$ cat config.mk
export PLATFORM = sky130hd
export DESIGN_NAME = if_id_fetch_stage
export DESIGN_NICKNAME = d
export VERILOG_FILES = /design/src/rtl/if_id_fetch_stage.sv
export SDC_FILE = /design/constraint.sdc
export NUM_CORES = 1
export LEC_CHECK = 0
export CAP_MARGIN = 30
export CORE_ASPECT_RATIO = 2
export CORE_UTILIZATION = 45
export CTS_BUF_LIST = sky130_fd_sc_hd__clkbuf_8
export DETAILED_ROUTE_END_ITERATION = 16
export GPL_TIMING_DRIVEN = 0
export PLACE_DENSITY = 0.72
export SYNTH_ARGS = -nofsm -noshare
export SYNTH_HDL_FRONTEND = slang
export SYNTH_SLANG_ARGS = --single-unit
$ cat constraint.sdc
create_clock -name clk -period 3.02 [get_ports clk]
set_clock_uncertainty 0.1 [all_clocks]
set_input_delay 0.906 -clock clk [delete_from_list [all_inputs] [get_ports clk]]
set_output_delay 0.906 -clock clk [all_outputs]
set_load 0.05 [all_outputs]
$ cat src/rtl/if_id_fetch_stage.sv
// Instruction-fetch front end and IF/ID pipeline register.
// Keeps one instruction-memory request outstanding at a time. It presents the
// fetched instruction to ID, or a NOP bubble when no instruction is available.
//
// state  | meaning
// -------+-------------------------------------------------------------
// S_REQ  | request driven at pc, waiting for imem_ready
// S_WAIT | request accepted, waiting for imem_rvalid (r_drop = stale)
// S_HOLD | response parked in skid register while ID is stalled
module if_id_fetch_stage #(
    parameter int              XLEN      = 32,
    parameter logic [XLEN-1:0] RESET_PC  = '0,
    parameter logic [XLEN-1:0] NOP_INSTR = XLEN'(32'h0000_0013)
) (
    input  logic            clk,
    input  logic            rst_n,
    input  logic            hazard_detection_src,
    input  logic            branch_taken,
    input  logic [XLEN-1:0] branch_target,
    output logic            imem_req,
    output logic [XLEN-1:0] imem_addr,
    input  logic            imem_ready,
    input  logic            imem_rvalid,
    input  logic [XLEN-1:0] imem_rdata,
    output logic [XLEN-1:0] IF_ID_pc,
    output logic [XLEN-1:0] IF_ID_instruction,
    output logic            IF_ID_valid,
    output logic            fetch_busy
);

    typedef enum logic [1:0] {
        S_REQ  = 2'd0,
        S_WAIT = 2'd1,
        S_HOLD = 2'd2
    } state_t;

    state_t          r_state;
    logic [XLEN-1:0] r_pc;
    logic            r_drop;
    logic [XLEN-1:0] r_skid_pc;
    logic [XLEN-1:0] r_skid_instr;
    logic [XLEN-1:0] r_ifid_pc;
    logic [XLEN-1:0] r_ifid_instr;
    logic            r_ifid_valid;

    logic            w_resp_ok;
    logic            w_new_avail;
    logic [XLEN-1:0] w_new_pc;
    logic [XLEN-1:0] w_new_instr;
    logic [XLEN-1:0] w_branch_pc;
    logic [XLEN-1:0] w_pc_inc;

    // A usable instruction is either a fresh non-stale response or the skid entry.
    assign w_resp_ok   = (r_state == S_WAIT) && imem_rvalid && !r_drop;
    assign w_new_avail = w_resp_ok || (r_state == S_HOLD);
    assign w_new_pc    = (r_state == S_HOLD) ? r_skid_pc : r_pc;
    assign w_new_instr = (r_state == S_HOLD) ? r_skid_instr : imem_rdata;
    assign w_branch_pc = {branch_target[XLEN-1:2], 2'b00};
    assign w_pc_inc    = r_pc + XLEN'(4);

    // imem_req is gated by rst_n so no request is visible while reset is held.
    assign imem_req          = rst_n && (r_state == S_REQ);
    assign imem_addr         = r_pc;
    assign IF_ID_pc          = r_ifid_pc;
    assign IF_ID_instruction = r_ifid_instr;
    assign IF_ID_valid       = r_ifid_valid;
    assign fetch_busy        = (r_state != S_REQ);

    // Fetch FSM, PC, skid register and IF/ID register; a branch overrides everything.
    always_ff @(posedge clk or negedge rst_n) begin
        if (!rst_n) begin
            r_state      <= S_REQ;
            r_pc         <= RESET_PC;
            r_drop       <= 1'b0;
            r_skid_pc    <= '0;
            r_skid_instr <= NOP_INSTR;
            r_ifid_pc    <= '0;
            r_ifid_instr <= NOP_INSTR;
            r_ifid_valid <= 1'b0;
        end else if (branch_taken) begin
            r_pc         <= w_branch_pc;
            r_ifid_valid <= 1'b0;
            r_ifid_instr <= NOP_INSTR;
            case (r_state)
                S_REQ: begin
                    // Accepted in the same cycle: its response belongs to the old path.
                    if (imem_ready) begin
                        r_state <= S_WAIT;
                        r_drop  <= 1'b1;
                    end
                end
                S_WAIT: begin
                    if (imem_rvalid) begin
                        r_state <= S_REQ;
                        r_drop  <= 1'b0;
                    end else begin
                        r_drop  <= 1'b1;
                    end
                end
                S_HOLD: r_state <= S_REQ;
                default: r_state <= S_REQ;
            endcase
        end else begin
            if (hazard_detection_src) begin
                if (w_new_avail) begin
                    r_ifid_pc    <= w_new_pc;
                    r_ifid_instr <= w_new_instr;
                    r_ifid_valid <= 1'b1;
                    r_pc         <= w_pc_inc;
                end else begin
                    r_ifid_valid <= 1'b0;
                    r_ifid_instr <= NOP_INSTR;
                end
            end
            case (r_state)
                S_REQ: begin
                    if (imem_ready) begin
                        r_state <= S_WAIT;
                    end
                end
                S_WAIT: begin
                    if (imem_rvalid) begin
                        if (r_drop) begin
                            r_drop  <= 1'b0;
                            r_state <= S_REQ;
                        end else if (hazard_detection_src) begin
                            r_state <= S_REQ;
                        end else begin
                            r_skid_pc    <= r_pc;
                            r_skid_instr <= imem_rdata;
                            r_state      <= S_HOLD;
                        end
                    end
                end
                S_HOLD: begin
                    if (hazard_detection_src) begin
                        r_state <= S_REQ;
                    end
                end
                default: r_state <= S_REQ;
            endcase
        end
    end

endmodule

# Word-level counts from Yosys, hierarchy flattened
# Cells that the tools add are included.
[classes]
n_addsub = 1
n_mux = 26
n_reduce_logical = 17
eq_ne = 5
bitwise_logic = 3
[op_table]
columns = ["operator", "count"]
rows = [
  ["$mux W32", 8],
  ["$add A32 B3 Y32 const B", 1],
  ["$mux W2", 7],
  ["$reduce_bool A2 Y1", 6],
  ["$mux W1", 8],
  ["$ne A3 B3 Y1 const B", 2],
  ["$pmux W2 S3", 1],
  ["$reduce_and A5 Y1", 1],
  ["$pmux W2 S2", 1],
  ["$reduce_and A2 Y1", 2],
  ["$reduce_and A4 Y1", 1],
  ["$logic_and A1 B1 Y1", 3],
  ["$not A1 Y1", 3],
  ["$reduce_and A3 Y1", 1],
  ["$eq A2 B1 Y1 const B", 1],
  ["$eq A2 B2 Y1 const B", 1],
  ["$logic_not A2 Y1", 1],
  ["$ne A2 B2 Y1 const B", 1],
  ["$pmux W1 S2", 1],
  ["$logic_not A1 Y1", 1],
  ["$logic_or A1 B1 Y1", 1],
]
[totals]
out_inout_bits = 99
regBits = 164
elab_cells = 60

# Logic depth before layout (Yosys ltp)
# Gate-level depths: netlist (run 1).
[depth]
word_depth = 7
depth_mapped = 7
depth_no_buf = 5

# Least setup slack after synthesis (run 1)
# OpenSTA, ideal clock, no wires.
[synth_path]
path_type = "input to output"
start = "input port rst_n"
end = "output port imem_req"
slack_ns = 0.430
arrival_ns = 1.584
t_required_ns = 2.014
path_stages = 2
path_buffers = 0
path_cell_list = "inv_1 nor2_1"
[synth_between]
elab_chain_len = 1
[synth_lines]
columns = ["element", "line_no", "rtl"]
rows = [
  ["from (decl)", "16", "input logic rst_n,"],
  ["$logic_and A1 B1 Y1", "62", "assign imem_req = rst_n && (r_state == S_REQ);"],
  ["to (decl)", "20", "output logic imem_req,"],
]
# No other way between the ends.

# Worst setup path in the final report (run 1)
[layout_path]
start = "register r_pc[25], in the netlist imem_addr[25]"
end = "output port imem_addr[25]"
[layout_lines]
columns = ["element", "line_no", "rtl"]
rows = [
  ["from (decl)", "38", "logic [XLEN-1:0] r_pc;"],
  ["from (signal assigned)", "81", "r_pc <= w_branch_pc;"],
  ["from (signal assigned)", "109", "r_pc <= w_pc_inc;"],
  ["to (decl)", "21", "output logic [XLEN-1:0] imem_addr,"],
]
# No word-level cell between the ends.

==> metrics.md, run 1 <==
| Metric | Value |
|---|---|
| Outcome | `complete, no violations` |
| Dpl ws | `-0.555 ns` |
| Post-Synthesis Cell Area | `0.00730 mm^2` |
| Most frequent cells in the layout | `clkdlybuf4s50_1, dfrtp_1, nand2_1, o21ai_0, mux2_2` |
| Final hold vios | `0` |
| Commonest non-fill, non-tap cell in the layout | `clkdlybuf4s50_1` |
| Slowest CP cell | `clkdlybuf4s50_1` |
| Worst-path clk slew | `0.09 ns` |
| Pwr Total | `about 6.9 mW` |
| Power per cell area | `712 mW/mm^2` |
| Largest delay share family, worst path | `buffers and inverters` |
| Highest Clock Rate | `~340 MHz` |
| Via count | `5884` |
| Routability congestion estimate from global placement | `0.857` |
| Area growth syn-to-layout | `32.2%` |
| Die H | `roughly 180 um` |
| Final worst slack | `between 0.1 and 0.15 ns` |
| Max-Cap Viols | `0` |
| Non-filler cells, final | `about 1100` |
| Worst r2r src | `r_state[0]` |
| Crit end category | `output pin` |
| Final slew viol count | `0` |
| Synth cell types | `between 50 and 60` |
| Die area | `0.0168 mm^2` |
| Seq/Total Area, Yosys | `0.543` |
| Number of CTS-inserted buffers | `17` |
| Synth warnings | `0` |
| Total Wirelength | `~20000 um` |
| Xor and xnor area share after synthesis | `0.00840` |
| Worst path required time | `approximately 2 ns` |
| Crit share post-route | `0.962` |
| Die X | `roughly 90 um` |
| Largest net degree at the start of global routing | `85` |
| HP Class | `in -> async` |
| Fraction of registers with async set/reset | `1.00` |
| Final Hold Slack | `0.287 ns` |
| Yosys top cell area share | `0.521` |
| Initial Util | `0.463` |
| Top cells by area, synth | `dfrtp_1, mux2_2, mux2i_1` |
| Routed Antenna Nets | `0` |
| DR WL/cell | `~18 um` |
| Post-synthesis compound-gate area fraction | `0.111` |
| Cell taking the most area after synthesis | `dfrtp_1` |
| Initial DRC Count | `between 200 and 250` |
| Tightest Pin Transition | `0.741 ns` |
| HPWL after DPL | `about 15000 um` |
| FF+latch count, synth | `158` |
| Simple-gate share of the synthesized area | `0.127` |
| Final Critical Period | `2.91 ns` |
| Sequence of cells on the critical path | `clkdlybuf4s50_1` |
| RSZ-0062 raised after global routing | `no` |
| Slew HR | `0.506` |
| Endpoints failing setup | `0` |
| Vias in the first global route | `slightly above 6000` |
| # rows | `65` |
| Worst skew pair latency | `around 0.45 ns` |
| First-pass GRT wire length | `about 32000 um` |
| Ports | `~170` |
| Placed cell count | `1031` |
| Largest family of logic cells by synthesized area | `multiplexers` |
| Slowest stage delay, CP | `0.88 ns` |
| Post-synth EDFFs | `0` |
| CTS tree | `done` |
| Drc violations | `0` |
| Final Net Count | `between 900 and 1000` |
| Worst EP arrival | `1.90 ns` |
| Via-to-Cell Ratio | `around 5.5` |
| Critical path class | `reg -> out` |
| GRT Total Usage | `0.250` |
| Core Region | `0.0158 mm^2` |
| Max FO, Critical Path | `8` |
| Share of cells above drive strength 1 | `0.151` |
| Crit path buf inv count | `1` |
| Initial antenna violation count | `1` |
| Overflow after GRT | `0` |
| Clock Path Buffers | `2` |
| Critical Path Start Type | `flop` |
| P_leak | `between 3 and 4 nW` |
| VDD IR max | `0.429 mV` |
| Port bufs | `around 160` |
| Syn Area/Cell | `between 10 and 15 um^2` |
| Synth Area in Adders | `0.00171` |
| CTS H-Tree Depth | `4` |
| First-pass DRT Iterations | `4` |
| Crit path from | `imem_addr[25]` |
| Mux contribution to synthesized area | `0.173` |
| Top_reg_cell synth | `dfrtp_1` |
| Clock root cell | `clkbuf_8` |
| TritonCTS Sinks | `158` |
| Gate Count Post-Synth | `around 670` |
==> worst reg2reg max path: stages, from the launching register on <==
cell      delay [ns]
dfrtp_1         0.39
buf_6           0.13
nor4bb_1        0.12
buf_2           0.20
nand2_1         0.39
clkbuf_1        0.52
mux2_2          0.41
==> through the flow <==
stage | utilization | setup TNS [ns] | cell area [um^2]
floorplan | - | 0 | 7310
global placement | 0.581 | -851.05 | 9170
detailed placement | 0.583 | -35.36 | 9200
CTS | 0.612 | 0 | 9650
global route | 0.612 | 0 | 9650
finish | 0.612 | 0 | 9650
==> logic make-up (layout without fill, tap and decap cells) <==
| kind of cell | count (synthesis) | in the layout |
|---|---|---|
| AOI/OAI and AO/OA | 135 | 135 |
| xor gates and xnor gates | 7 | 7 |
| adders and majority gates | 1 | 1 |
| buffers and inverters | 54 | 249 |
| DFF | 158 | 158 |
| muxes | 119 | 119 |
| other | 1 | 5 |
| and+or+nand+nor | 190 | 190 |
==> what timing repair did <==
action	in CTS	in global routing
hold buffers	0	0
cloned	0	0
hold endpoints to repair	0	0
endpoints found under the setup margin	2	2
pin swaps	1	0
setup buffers	2	0
resized for setup	4	2
==> path summary, 6_finish.rpt <==
path,end,slack [ns],depth (start not counted)
max,imem_addr[25],0.11,1
min,r_skid_instr[31],0.29,1
max reg2reg,r_skid_instr[2],0.64,6
min reg2reg,IF_ID_pc[16],0.38,2
max in group asynchronous,r_skid_instr[4],1.77,2
min in group clk,IF_ID_pc[16],0.38,2
==> cell usage after synthesis, types with 2 or more instances <==
library cell and count:
nor2_1 25, xor2_1 5, mux2i_1 59, dfrtp_1 152, nand4_1 9, o31a_1 2, o21ai_1 4, or2_2 2
nand3_2 2, and4_1 2, a211oi_1 2, o31ai_1 13, nand3_1 16, nand2_1 89, buf_4 4, a22oi_1 2
dfstp_2 6, o211ai_1 9, nor2b_1 5, nor4_1 2, or3_1 6, clkbuf_1 26, xnor2_1 2, o2111ai_1 3
a21oi_1 4, or4_1 12, a31oi_1 17, inv_1 4, nand2b_1 3, and3_1 5, and2_1 2, nor3_1 5
buf_2 16, o21ai_0 71, buf_6 3, mux2_2 60
==> state kept, by name, indices dropped and copies added (netlist names) <==
| register | cells |
|---|---|
| r_state | 2 |
| IF_ID_pc | 30 |
| r_skid_instr | 32 |
| r_drop | 1 |
| r_skid_pc | 30 |
| IF_ID_instruction | 32 |
| imem_addr | 30 |
| IF_ID_valid | 1 |
==> report_power, final <==
group / switching (mW) / total, mW / internal [mW] / leakage, nW
sequential: 0.371 / 3.06 / 2.69 / 1.97
clock: 0.789 / 1.69 / 0.897 / 0.207
combinational: 1.27 / 2.13 / 0.858 / 1.75
==> metal layers <==
metal,up-vias,track usage,part of all wire
met1,2933,0.261,0.36
met3,33,0.0513,0.046
li1,2756,-,-
met5,-,0,0
met4,0,0.120,0.034
met2,162,0.466,0.56
==> layout make-up <==
| type | instances | area (um^2) |
|---|---|---|
| clock buffers | 17 | 234 |
| plain buffers | 49 | 241 |
| well taps | 201 | 251 |
| fillers | 1396 | 6130 |
| flip-flops and latches | 158 | 3960 |
| repair buffers | 164 | 1660 |
| inverters | 5 | 18.8 |
| clock inverters | 14 | 193 |
| diodes | 1 | 2.50 |
| multi-input cells | 456 | 3090 |
Note: power is estimated with default switching activity, not from simulation.
==> run 2: changes to the inputs <==
Settings changed: TNS_END_PERCENT set to 10.
==> metrics.md, run 2 (same netlist as run 1, synthesis figures left out) <==
| Metric | Value |
|---|---|
| Final Net Count | `921` |
| Power per cell area | `713 mW/mm^2` |
| Endpoints failing setup | `0` |
| Worst EP arrival | `1.91 ns` |
| Worst r2r src | `r_state[0]` |
| Slowest CP cell | `clkdlybuf4s50_1` |
| Die H | `between 150 and 200 um` |
| Share of cells above drive strength 1 | `0.151` |
| Routed Antenna Nets | `0` |
| Area growth syn-to-layout | `32.2%` |
| Crit share post-route | `0.964` |
| TritonCTS Sinks | `158` |
| Largest net degree at the start of global routing | `85` |
| CTS tree | `done` |
| Total Wirelength | `19700 um` |
| Post-Place Cell Area | `just over 0.009 mm^2` |
| # fillers | `between 1000 and 1500` |
| Highest Clock Rate | `between 300 and 400 MHz` |
| Initial antenna violation count | `1` |
| DR WL/cell | `18.5 um` |
| Tightest Pin Transition | `about 0.74 ns` |
| Core Region | `0.0158 mm^2` |
| Port bufs | `roughly 160` |
| First-pass GRT wire length | `roughly 32000 um` |
| Crit end category | `output pin` |
| P_leak | `between 3 and 4 nW` |
| Critical Path Start Type | `flop` |
| Crit path from | `imem_addr[25]` |
| Final hold vios | `0` |
| Via count | `just under 6000` |
| Vias in the first global route | `a little over 6000` |
| R2R Path End | `r_skid_instr[2]` |
| Sequence of cells on the critical path | `clkdlybuf4s50_1` |
| First-pass DRT Iterations | `5` |
| # rows | `65` |
| RSZ-0062 raised after global routing | `no` |
| VDD IR max | `between 0.4 and 0.5 mV` |
| Die area | `0.0168 mm^2` |
| Crit path buf inv count | `1` |
| Overflow after GRT | `0` |
| Clock root cell | `clkbuf_8` |
| R2R Setup Slk | `approximately 0.63 ns` |
| Final Critical Period | `2.91 ns` |
| Most frequent cells in the layout | `clkdlybuf4s50_1, dfrtp_1, nand2_1, o21ai_0, mux2_2` |
| R2R depth | `6` |
| HP Class | `in -> async` |
| Drc violations | `0` |
| Worst-path clk slew | `0.09 ns` |
| Clock Path Buffers | `2` |
| Ports | `about 170` |
| Finished Core Util | `0.611` |
| Initial Util | `0.463` |
| Slew HR | `0.506` |
| CTS H-Tree Depth | `4` |
| Max-Cap Viols | `0` |
| HPWL after DPL | `about 15000 um` |
| Final instance area | `around 0.0096 mm^2` |
| Initial DRC Count | `around 250` |
| Final slew viol count | `0` |
| Post-CTS Hold Fix Bufs | `0` |
| Slowest stage delay, CP | `slightly below 0.9 ns` |
| Worst path required time | `around 2 ns` |
| GRT Total Usage | `0.249` |
| Critical path class | `reg -> out` |
| Worst skew pair latency | `0.45 ns` |
| Die X | `between 90 and 100 um` |
| Max FO, Critical Path | `8` |
| Largest delay share family, worst path | `buffers and inverters` |
| Routability congestion estimate from global placement | `about 0.86` |
| Via-to-Cell Ratio | `~5.6` |
| Number of CTS-inserted buffers | `17` |
| Outcome | `complete, no violations` |
| Commonest non-fill, non-tap cell in the layout | `clkdlybuf4s50_1` |
[run 2: per-stage QoR]
stage,setup WS [ns],total power [mW],setup TNS [ns],std cells,hold slack [ns]
final,0.108,6.88,0,1064,0.274
after global routing,0.0140,7.21,0,1064,0.298
after detailed placement,-0.555,5.25,-35.36,1031,0.371
after global placement,-5.67,5.16,-851.05,1030,0.361
after floorplan,0.430,4.41,0,668,0.350
after CTS,0.00746,6.94,0,1062,0.282
[run 2: how the worst max path moves through the flow]
stage / end / slack (ns) / depth (start not counted)
CTS: imem_req / 0.007 / 4
global route: r_skid_instr[5] / 0.01 / 6
global placement: imem_req / -5.67 / 4
detailed placement: imem_req / -0.56 / 4
floorplan: imem_req / 0.43 / 2
finish: imem_addr[25] / 0.11 / 1
[run 2: layer usage]
layer  global-route usage  vias up  wire length (um)
met1                0.261     2930              6990
met3               0.0500       42               921
met4                0.119        0               737
met5                    0        -                 0
met2                0.465      184             11000
li1                     -     2753                 -
[run 2: layout make-up]
| type | instances | area (um^2) | share of cell area |
|---|---|---|---|
| Antenna cell | 1 | 2.50 | 0.000259 |
| Multi-Input combinational cell | 456 | 3090 | 0.320 |
| Buffer | 49 | 243 | 0.0252 |
| Clock inverter | 14 | 193 | 0.0200 |
| Inverter | 5 | 18.8 | 0.00195 |
| Clock buffer | 17 | 234 | 0.0243 |
| Tap cell | 201 | 251 | 0.0261 |
| Sequential cell | 158 | 3960 | 0.411 |
| Timing Repair Buffer | 163 | 1650 | 0.171 |
[run 2: power breakdown]
group / switching, mW / internal, mW / total [mW] / leakage (nW)
Combinational: 1.27 / 0.858 / 2.13 / 1.75
Sequential: 0.371 / 2.69 / 3.06 / 1.97
Clock: 0.792 / 0.896 / 1.69 / 0.207
Total: 2.43 / 4.44 / 6.88 / 3.93
[run 2: worst register-to-register path, delay by kind of cell, from the launching register on]
family / cells / cell delay [ns]
simple gates: 2 / 0.52
buf+inv: 3 / 0.86
flops: 1 / 0.39
mux: 1 / 0.41
[run 2: timing repair]
item                       in CTS  in global routing
setup endpoints to repair       2                 37
pin swaps                       1                  1
gates resized for setup         5                  2
setup buffers                   0                  1
==> run 3: changes to the inputs <==
Settings changed: ABC_CLOCK_PERIOD_IN_PS set to 2920.
Clock period 3.02 ns to 2.92 ns, I/O delays scaled along.
==> metrics.md, run 3 (same netlist as run 1, synthesis figures left out) <==
| Metric | Value |
|---|---|
| Outcome | `complete, no violations` |
| Ports | `~170` |
| Area growth syn-to-layout | `32.3%` |
| # rows | `65` |
| Area of the multi-input gates | `just over 0.003 mm^2` |
| # fillers | `around 1400` |
| Initial Util | `0.463` |
| Crit share post-route | `0.974` |
| Via count | `slightly below 6000` |
| Drc violations | `0` |
| Sequence of cells on the critical path | `clkdlybuf4s50_1` |
| Clock Path Buffers | `2` |
| Initial DRC Count | `241` |
| Final Hold Slack | `between 0.2 and 0.25 ns` |
| Crit path buf inv count | `1` |
| Slowest CP cell | `clkdlybuf4s50_1` |
| Dpl ws | `-0.595 ns` |
| Slew HR | `0.506` |
| Setup tns final | `0 ns` |
| RSZ-0062 raised after global routing | `no` |
| Final hold vios | `0` |
| Final slew viol count | `0` |
| TritonCTS Sinks | `roughly 160` |
| Initial antenna violation count | `1` |
| CTS H-Tree Depth | `4` |
| First-pass DRT Iterations | `6` |
| Tightest Pin Transition | `0.741 ns` |
| Critical Path Start Type | `flop` |
| Total Wirelength | `between 15000 and 20000 um` |
| HP Class | `in -> async` |
| Register area | `~0.0040 mm^2` |
| Worst-path clk slew | `around 0.08 ns` |
| HPWL after DPL | `~15000 um` |
| Overflow after GRT | `0` |
| Max FO, Critical Path | `7` |
| Critical path class | `reg -> out` |
| DR WL/cell | `about 19 um` |
| Via-to-Cell Ratio | `between 5 and 6` |
| Worst EP arrival | `1.87 ns` |
| Final Net Count | `a little over 900` |
| Number of CTS-inserted buffers | `17` |
| Core Region | `0.0158 mm^2` |
| Commonest non-fill, non-tap cell in the layout | `clkdlybuf4s50_1` |
| P_leak | `between 3 and 4 nW` |
| Crit end category | `output pin` |
| Final Critical Period | `2.84 ns` |
| Final worst slack | `~0.076 ns` |
| Power per cell area | `about 740 mW/mm^2` |
| Clock root cell | `clkbuf_8` |
| Worst skew pair latency | `around 0.45 ns` |
| Slowest stage delay, CP | `~0.9 ns` |
| Max-Cap Viols | `0` |
| Worst path required time | `roughly 1.9 ns` |
| Share of cells above drive strength 1 | `0.152` |
| Largest net degree at the start of global routing | `85` |
| Endpoints failing setup | `0` |
| Routability congestion estimate from global placement | `roughly 0.86` |
| Vias in the first global route | `just over 6000` |
| VDD IR max | `0.446 mV` |
| Post-CTS Hold Fix Bufs | `0` |
| First-pass GRT wire length | `between 30000 and 40000 um` |
| GRT Total Usage | `0.250` |
| Most frequent cells in the layout | `clkdlybuf4s50_1, dfrtp_1, nand2_1, o21ai_0, mux2_2` |
| Highest Clock Rate | `between 300 and 400 MHz` |
| Die X | `approximately 90 um` |
| Routed Antenna Nets | `0` |
| Die H | `about 180 um` |
| Port bufs | `161` |
| Largest delay share family, worst path | `buffers and inverters` |
| CTS tree | `done` |
| Pwr Total | `a little over 7 mW` |
| Die area | `about 0.017 mm^2` |
==> run 3: per-stage QoR <==
| stage | area [um^2] | cells | utilization |
|---|---|---|---|
| final | 9650 | 1065 | 0.612 |
| after floorplan | 7310 | 668 | - |
| after detailed placement | 9200 | 1031 | 0.583 |
| after global placement | 9170 | 1030 | 0.581 |
| after CTS | 9650 | 1064 | 0.612 |
| after global routing | 9650 | 1065 | 0.612 |
==> run 3: where the power goes <==
part           internal, mW  switching (mW)  total (mW)
combinational         0.886            1.32        2.20
sequential             2.78           0.383        3.16
clock                 0.927           0.817        1.74
==> run 3: cell type report <==
type / instances / area share
timing repair buffer: 164 / 0.172
sequential: 158 / 0.410
inverter: 5 / 0.00194
antenna: 1 / 0.000259
clock buffer: 17 / 0.0242
buffer: 49 / 0.0251
multi-input combinational: 456 / 0.320
tap: 201 / 0.0260
clock inverter: 14 / 0.0200
==> run 3: worst paths after layout <==
kind / startpoint / end / slack, ns / depth (start not counted)
max: imem_addr[26] / imem_addr[26] / 0.08 / 1
min: rst_n / r_skid_instr[31] / 0.24 / 1
max reg2reg: imem_addr[6] / imem_addr[30] / 0.63 / 6
min reg2reg: IF_ID_pc[16] / IF_ID_pc[16] / 0.38 / 2
max in group asynchronous: rst_n / r_skid_instr[4] / 1.70 / 2
min in group clk: IF_ID_pc[16] / IF_ID_pc[16] / 0.38 / 2
==> run 3: layer usage <==
layer  part of all wire  global-route usage  vias to the layer above
met5                  0                   0                        -
met3              0.045              0.0513                       35
met4              0.035               0.120                        0
met2               0.56               0.466                      163
li1                   -                   -                     2756
met1               0.36               0.261                     2945
==> run 3: worst reg2reg max path: stages, from the launching register on <==
cell	delay, ns
dfrtp_1	0.52
and3_1	0.19
buf_2	0.20
nand3_1	0.17
clkbuf_1	0.27
or4_1	0.54
a31oi_1	0.23
==> run 3: repair_timing <==
| item | CTS | global route |
|---|---|---|
| setup buffers | 2 | 0 |
| setup endpoints to repair | 23 | 9 |
| pin swaps | 1 | 0 |
| gates resized for setup | 5 | 5 |
